$ cat src/rtl/fetch_pkg.sv
// Shared types and sizing helpers for the instruction fetch stage.
package fetch_pkg;

  localparam int INSTR_BYTES = 4;
  localparam int ADDR_W_DEF  = 32;
  localparam int DATA_W_DEF  = 32;
  localparam logic [ADDR_W_DEF-1:0] RESET_PC_DEF = 32'h0000_0000;

  typedef struct packed {
    logic [ADDR_W_DEF-1:0] pc;
    logic [DATA_W_DEF-1:0] data;
  } fetch_entry_t;

  // Width of a counter that must hold every value from 0 to depth inclusive.
  function automatic int cnt_w(input int depth);
    return $clog2(depth + 1);
  endfunction

endpackage

$ cat src/rtl/sync_fifo.sv
// Single-clock FIFO with synchronous flush; a push into a full FIFO is
// accepted when a pop happens in the same cycle.
module sync_fifo
  import fetch_pkg::*;
#(
  parameter int WIDTH = 32,
  parameter int DEPTH = 4
) (
  input  logic                      clk,
  input  logic                      rst,
  input  logic                      i_flush,
  input  logic                      i_push,
  input  logic [WIDTH-1:0]          i_data,
  input  logic                      i_pop,
  output logic [WIDTH-1:0]          o_data,
  output logic [cnt_w(DEPTH)-1:0]   o_count,
  output logic                      o_full,
  output logic                      o_empty
);

  localparam int PW = $clog2(DEPTH);
  localparam int CW = cnt_w(DEPTH);

  logic [WIDTH-1:0] r_mem [DEPTH];
  logic [PW-1:0]    r_wr_ptr;
  logic [PW-1:0]    r_rd_ptr;
  logic [CW-1:0]    r_count;
  logic             w_do_push;
  logic             w_do_pop;

  assign o_count   = r_count;
  assign o_full    = (r_count == CW'(DEPTH));
  assign o_empty   = (r_count == '0);
  assign o_data    = r_mem[r_rd_ptr];
  assign w_do_pop  = i_pop & ~o_empty;
  assign w_do_push = i_push & (~o_full | w_do_pop);

  always_ff @(posedge clk) begin
    if (!rst || i_flush) begin
      r_wr_ptr <= '0;
      r_rd_ptr <= '0;
      r_count  <= '0;
    end else begin
      if (w_do_push) r_wr_ptr <= r_wr_ptr + 1'b1;
      if (w_do_pop)  r_rd_ptr <= r_rd_ptr + 1'b1;
      r_count <= r_count + CW'(w_do_push) - CW'(w_do_pop);
    end
  end

  // NOTE: storage has no reset; the count and pointers alone decide what is valid.
  always_ff @(posedge clk) begin
    if (w_do_push && rst && !i_flush) r_mem[r_wr_ptr] <= i_data;
  end

endmodule

$ cat src/rtl/fetch_unit.sv
// Instruction fetch stage: owns the PC, issues credit-limited memory requests,
// buffers {pc, instr} pairs for decode and discards stale responses on redirect.
module fetch_unit
  import fetch_pkg::*;
#(
  parameter int                 ADDR_W   = ADDR_W_DEF,
  parameter int                 DATA_W   = DATA_W_DEF,
  parameter int                 DEPTH    = 4,
  parameter logic [ADDR_W-1:0]  RESET_PC = RESET_PC_DEF
) (
  input  logic              clk,
  input  logic              rst,
  output logic              mem_req_valid,
  input  logic              mem_req_ready,
  output logic [ADDR_W-1:0] mem_req_addr,
  input  logic              mem_rsp_valid,
  input  logic [DATA_W-1:0] mem_rsp_data,
  input  logic              redirect_valid,
  input  logic [ADDR_W-1:0] redirect_pc,
  output logic              instr_valid,
  input  logic              instr_ready,
  output logic [DATA_W-1:0] instr_data,
  output logic [ADDR_W-1:0] instr_pc
);

  localparam int CW = cnt_w(DEPTH);
  localparam int SW = CW + 2;
  localparam int EW = ADDR_W + DATA_W;

  logic [ADDR_W-1:0] r_fetch_pc;
  logic [CW-1:0]     r_live_cnt;
  logic [CW-1:0]     r_drop_cnt;

  logic [ADDR_W-1:0] w_inf_head;
  logic [CW-1:0]     w_inf_count;
  logic              w_inf_full;
  logic              w_inf_empty;
  logic [EW-1:0]     w_pq_head;
  logic [CW-1:0]     w_pq_count;
  logic              w_pq_full;
  logic              w_pq_empty;
  logic [SW-1:0]     w_used;
  logic              w_req_fire;
  logic              w_rsp_keep;
  logic              w_instr_fire;

  // Every issued fetch holds a queue slot until it is consumed or discarded,
  // so responses never need backpressure.
  assign w_used        = SW'(r_live_cnt) + SW'(r_drop_cnt) + SW'(w_pq_count);
  assign mem_req_valid = rst & ~redirect_valid & (w_used < SW'(DEPTH));
  assign mem_req_addr  = {r_fetch_pc[ADDR_W-1:2], 2'b00};
  assign w_req_fire    = mem_req_valid & mem_req_ready;
  assign w_rsp_keep    = mem_rsp_valid & ~redirect_valid & (r_drop_cnt == '0);

  assign instr_valid   = rst & ~redirect_valid & ~w_pq_empty;
  assign w_instr_fire  = instr_valid & instr_ready;
  assign instr_pc      = w_pq_head[EW-1 -: ADDR_W];
  assign instr_data    = w_pq_head[DATA_W-1:0];

  sync_fifo #(.WIDTH(ADDR_W), .DEPTH(DEPTH)) u_inflight (
    .clk     (clk),
    .rst     (rst),
    .i_flush (redirect_valid),
    .i_push  (w_req_fire),
    .i_data  (mem_req_addr),
    .i_pop   (w_rsp_keep),
    .o_data  (w_inf_head),
    .o_count (w_inf_count),
    .o_full  (w_inf_full),
    .o_empty (w_inf_empty)
  );

  sync_fifo #(.WIDTH(EW), .DEPTH(DEPTH)) u_prefetch (
    .clk     (clk),
    .rst     (rst),
    .i_flush (redirect_valid),
    .i_push  (w_rsp_keep),
    .i_data  ({w_inf_head, mem_rsp_data}),
    .i_pop   (w_instr_fire),
    .o_data  (w_pq_head),
    .o_count (w_pq_count),
    .o_full  (w_pq_full),
    .o_empty (w_pq_empty)
  );

  always_ff @(posedge clk) begin
    if (!rst) begin
      r_fetch_pc <= {RESET_PC[ADDR_W-1:2], 2'b00};
      r_live_cnt <= '0;
      r_drop_cnt <= '0;
    end else if (redirect_valid) begin
      // Everything still live becomes stale; a response landing now is one of them.
      r_fetch_pc <= {redirect_pc[ADDR_W-1:2], 2'b00};
      r_live_cnt <= '0;
      r_drop_cnt <= r_drop_cnt + r_live_cnt - CW'(mem_rsp_valid);
    end else begin
      if (w_req_fire) r_fetch_pc <= r_fetch_pc + ADDR_W'(INSTR_BYTES);
      r_live_cnt <= r_live_cnt + CW'(w_req_fire) - CW'(w_rsp_keep);
      if (mem_rsp_valid && r_drop_cnt != '0) r_drop_cnt <= r_drop_cnt - 1'b1;
    end
  end

  always_ff @(posedge clk) begin
    if (rst) begin
      a_rsp_expected: assert (!(mem_rsp_valid && r_live_cnt == '0 && r_drop_cnt == '0));
      a_credit_cap:   assert (w_used <= SW'(DEPTH));
      a_inflight_sync: assert (w_inf_count == r_live_cnt);
      a_inf_push_ok:  assert (!(w_req_fire && w_inf_full));
      a_inf_pop_ok:   assert (!(w_rsp_keep && w_inf_empty));
      a_pq_push_ok:   assert (!(w_rsp_keep && w_pq_full && !w_instr_fire));
    end
  end

endmodule

$ cat config.mk
export PLATFORM = sky130hd
export DESIGN_NAME = fetch_unit
export DESIGN_NICKNAME = d
export VERILOG_FILES = /design/src/rtl/fetch_pkg.sv /design/src/rtl/sync_fifo.sv /design/src/rtl/fetch_unit.sv
export SDC_FILE = /design/constraint.sdc
export NUM_CORES = 1
export LEC_CHECK = 0
export ABC_AREA = 1
export ABC_CLOCK_PERIOD_IN_PS = 5900
export BUFFER_PORTS_ARGS = -buffer_cell sky130_fd_sc_hd__buf_2
export CORE_MARGIN = 2
export CORE_UTILIZATION = 59
export DETAILED_ROUTE_END_ITERATION = 12
export GPL_TIMING_DRIVEN = 0
export PLACE_DENSITY = 0.79
export SLEW_MARGIN = 20
export SYNTH_ARGS = -nofsm -noshare
export SYNTH_HDL_FRONTEND = slang
export SYNTH_SLANG_ARGS = --single-unit
$ cat constraint.sdc
create_clock -name clk -period 5.9 [get_ports clk]
set_input_delay 0.295 -clock clk [delete_from_list [all_inputs] [get_ports clk]]
set_output_delay 0.295 -clock clk [all_outputs]
set_load 0.05 [all_outputs]
==> flow_metrics.tcl <==
set metrics [dict create \
    avgSynthCellArea_um2 11.6 \
    antenna_found_initial 0 \
    io_pins 168 \
    finalWirelength_mm 41.2 \
    synth.distinct_cells 36 \
    grt_max_degree 26 \
    p_per_area_nw_per_um2 307 \
    worst_pin_slew_ns 0.677 \
    ant_nets 0 \
    fin_crit_ns 3.83 \
    end_kind "flip-flop" \
    htreeDepth 2 \
    slew_headroom_pct 54.8 \
    die_w_um 175 \
    mostFrequentLayoutCells "edfxtp_1, nor2_1, o21ai_0, nand2_1, buf_2" \
    dp_cells 2051 \
    drive_above_1_share_pct 15.6 \
    power_leakage_nw 7.54 \
    cts-hold-fix-buffers 32 \
    synth_seq_cells 422 \
    dr.first_iter.drc_count 1298 \
    max-vdd-ir-drop_uv 254 \
    syn-cell-area_um2 17300 \
    route.detailed.drc 0 \
    root_buffer "clkbuf_16" \
    synth_edf_count 368 \
    ys_warn_count 0 \
    synthArstFlopShare_pct 0 \
    worstPathRequired_ns 6.36 \
    numCtsBuffers 42 \
    std_cell_rows 62 \
    die_y_um 175 \
    dieArea_um2 30700 \
    tns_ns 0 \
    fin_nets 1843 \
    final_cells 2159 \
    place.gp.congestion 0.859 \
    hp-class "input port to flip-flop" \
    worstPathMaxFanout 10 \
    cp.arrival_ns 4.30 \
    crit_type "flip-flop to flip-flop" \
    initial_core_util_pct 60.1 \
    rsz0062_at_grt "false" \
    cts_resized 0 \
    setup_violations 0 \
    grt_pass1_wl_mm 63.7 \
    final_common_cell "edfxtp_1" \
    port-buffer-count 159 \
    cts.clk_slew.worst_paths_ns 0.06 \
    outcome "finished, final reports clean" \
    finalPower_mw 6.32 \
    fillers 1939 \
    final_util_pct 71.5 \
    finalInstanceArea_um2 20600 \
    skew_ns 0.0153 \
    area_growth_pct 18.9 \
    cts_buffer_depth 3 \
    start_kind "flip-flop" \
    cts_tree "done" \
    gr-total-overflow 0 \
    finalHoldViolations 0 \
    n_antenna_cell 0 \
    cts_setup_buffers 0 \
    fin_crit_sh_pct 65.0 \
    cts_sinks 422 \
    fmax_mhz 261 \
    synth.yosys.seq_area_share_pct 70.1 \
    slew_viol_final 0 \
    place_area_um2 18900 \
    first_pass_iters 5 \
    grt_usage_pct 26.7 \
    via_count 12500 \
    design.core.area_um2 28800 \
    synthFlopType "edfxtp_1" \
    vias_per_cell 5.79 \
    synthCells 1492 \
    dp_hpwl_mm 26.5 \
    avgRoutedWirePerCell_um 19.1 \
    worstSkewPairLatency_ns 0.54 \
    max-cap-violations 0 \
    grt_pass1_vias 12000 \
]
## Yosys cell counts, types with 2 or more instances
library cell | n | area [µm²]
buf_6 | 2 | 22.5
nand3b_1 | 13 | 97.6
nand3_2 | 2 | 20.0
ha_1 | 23 | 288
o22ai_1 | 93 | 582
xor2_1 | 6 | 52.6
edfxtp_1 | 368 | 11100
nand4_1 | 2 | 12.5
nor2_2 | 2 | 12.5
a21oi_1 | 25 | 125
clkbuf_1 | 57 | 214
o21ai_0 | 201 | 1010
nor2_1 | 256 | 961
or2_2 | 7 | 43.8
buf_1 | 7 | 26.3
fa_1 | 7 | 140
nand3_1 | 54 | 270
xnor2_1 | 7 | 61.3
nand2_1 | 199 | 747
buf_2 | 9 | 45.0
dfxtp_1 | 54 | 1080
buf_4 | 6 | 45.0
nor3_1 | 4 | 20.0
inv_1 | 76 | 285
## registers in the layout, indices dropped and copies added (netlist names), named ones only
register,cells
u_prefetch.r_mem,248
u_inflight.r_mem,120
r_fetch_pc,30
r_drop_cnt,3
r_live_cnt,3
u_inflight.o_count,3
u_prefetch.o_count,3
u_inflight.r_rd_ptr,2
u_inflight.r_wr_ptr,2
u_prefetch.r_rd_ptr,2
u_prefetch.r_wr_ptr,2
## path summary, 6_finish.rpt
check                                             from  cells past startpoint                      to  slack (ns)
worst max-delay path                     r_live_cnt[1]                     14           r_live_cnt[2]        2.07
worst min-delay path                   redirect_pc[11]                      5          r_fetch_pc[11]        0.05
worst max register to register           r_live_cnt[1]                     14           r_live_cnt[2]        2.07
worst min register to register  u_inflight.r_rd_ptr[1]                      2  u_inflight.r_rd_ptr[1]        0.47
## where the power goes
part | switching (mW) | leakage [nW] | internal (mW)
clock | 1.09 | 0.659 | 1.45
combinational | 0.286 | 3.12 | 0.131
sequential | 0.0540 | 3.76 | 3.30
total | 1.43 | 7.54 | 4.88
## critical path: stages (launching register included)
cell	delay [ns]
dfxtp_1	0.41
inv_1	0.12
fa_1	0.52
a21oi_1	0.17
fa_1	0.46
a211oi_2	0.27
nand3_2	0.24
buf_2	0.27
ha_1	0.29
inv_1	0.06
ha_1	0.13
inv_1	0.04
fa_1	0.37
or2_2	0.30
a21oi_1	0.12
## final cells by class
type / count / area (µm²) / area share (%)
Clock buffer: 60 / 1230 / 5.98
Buffer: 81 / 353 / 1.72
Clock inverter: 16 / 88.8 / 0.432
Tap cell: 384 / 480 / 2.34
Inverter: 79 / 302 / 1.47
Sequential cell: 422 / 12100 / 59.0
Multi-Input combinational cell: 913 / 4580 / 22.3
Timing Repair Buffer: 204 / 1400 / 6.82
## per-stage QoR
| step | hold WS, ns | worst slack (ns) |
|---|---|---|
| after floorplan | 0.394 | 0.913 |
| after global placement | 0.453 | -0.410 |
| after detailed placement | 0.457 | 2.12 |
| after CTS | 0.0319 | 2.08 |
| after global routing | 0.0709 | 1.90 |
| final | 0.0497 | 2.07 |
## cells by family after synthesis
family | Yosys count | synth area share, %
and+or+nand+nor | 542 | 12.8
DFF | 422 | 70.1
AOI/OAI and AO/OA | 324 | 10.1
buffers and inverters | 160 | 3.78
adders and majority gates | 30 | 2.47
xor gates and xnor gates | 13 | 0.658
other | 1 | 0.0217
## routing by layer
metal	global-route usage (%)	share of wire, %	up-vias
met1	34.5	39	5987
met5	0	0	-
li1	-	-	5782
met3	4.11	8.2	76
met4	8.92	2.6	0
met2	46.3	50	646
Note: power is estimated with default switching activity, not from simulation.
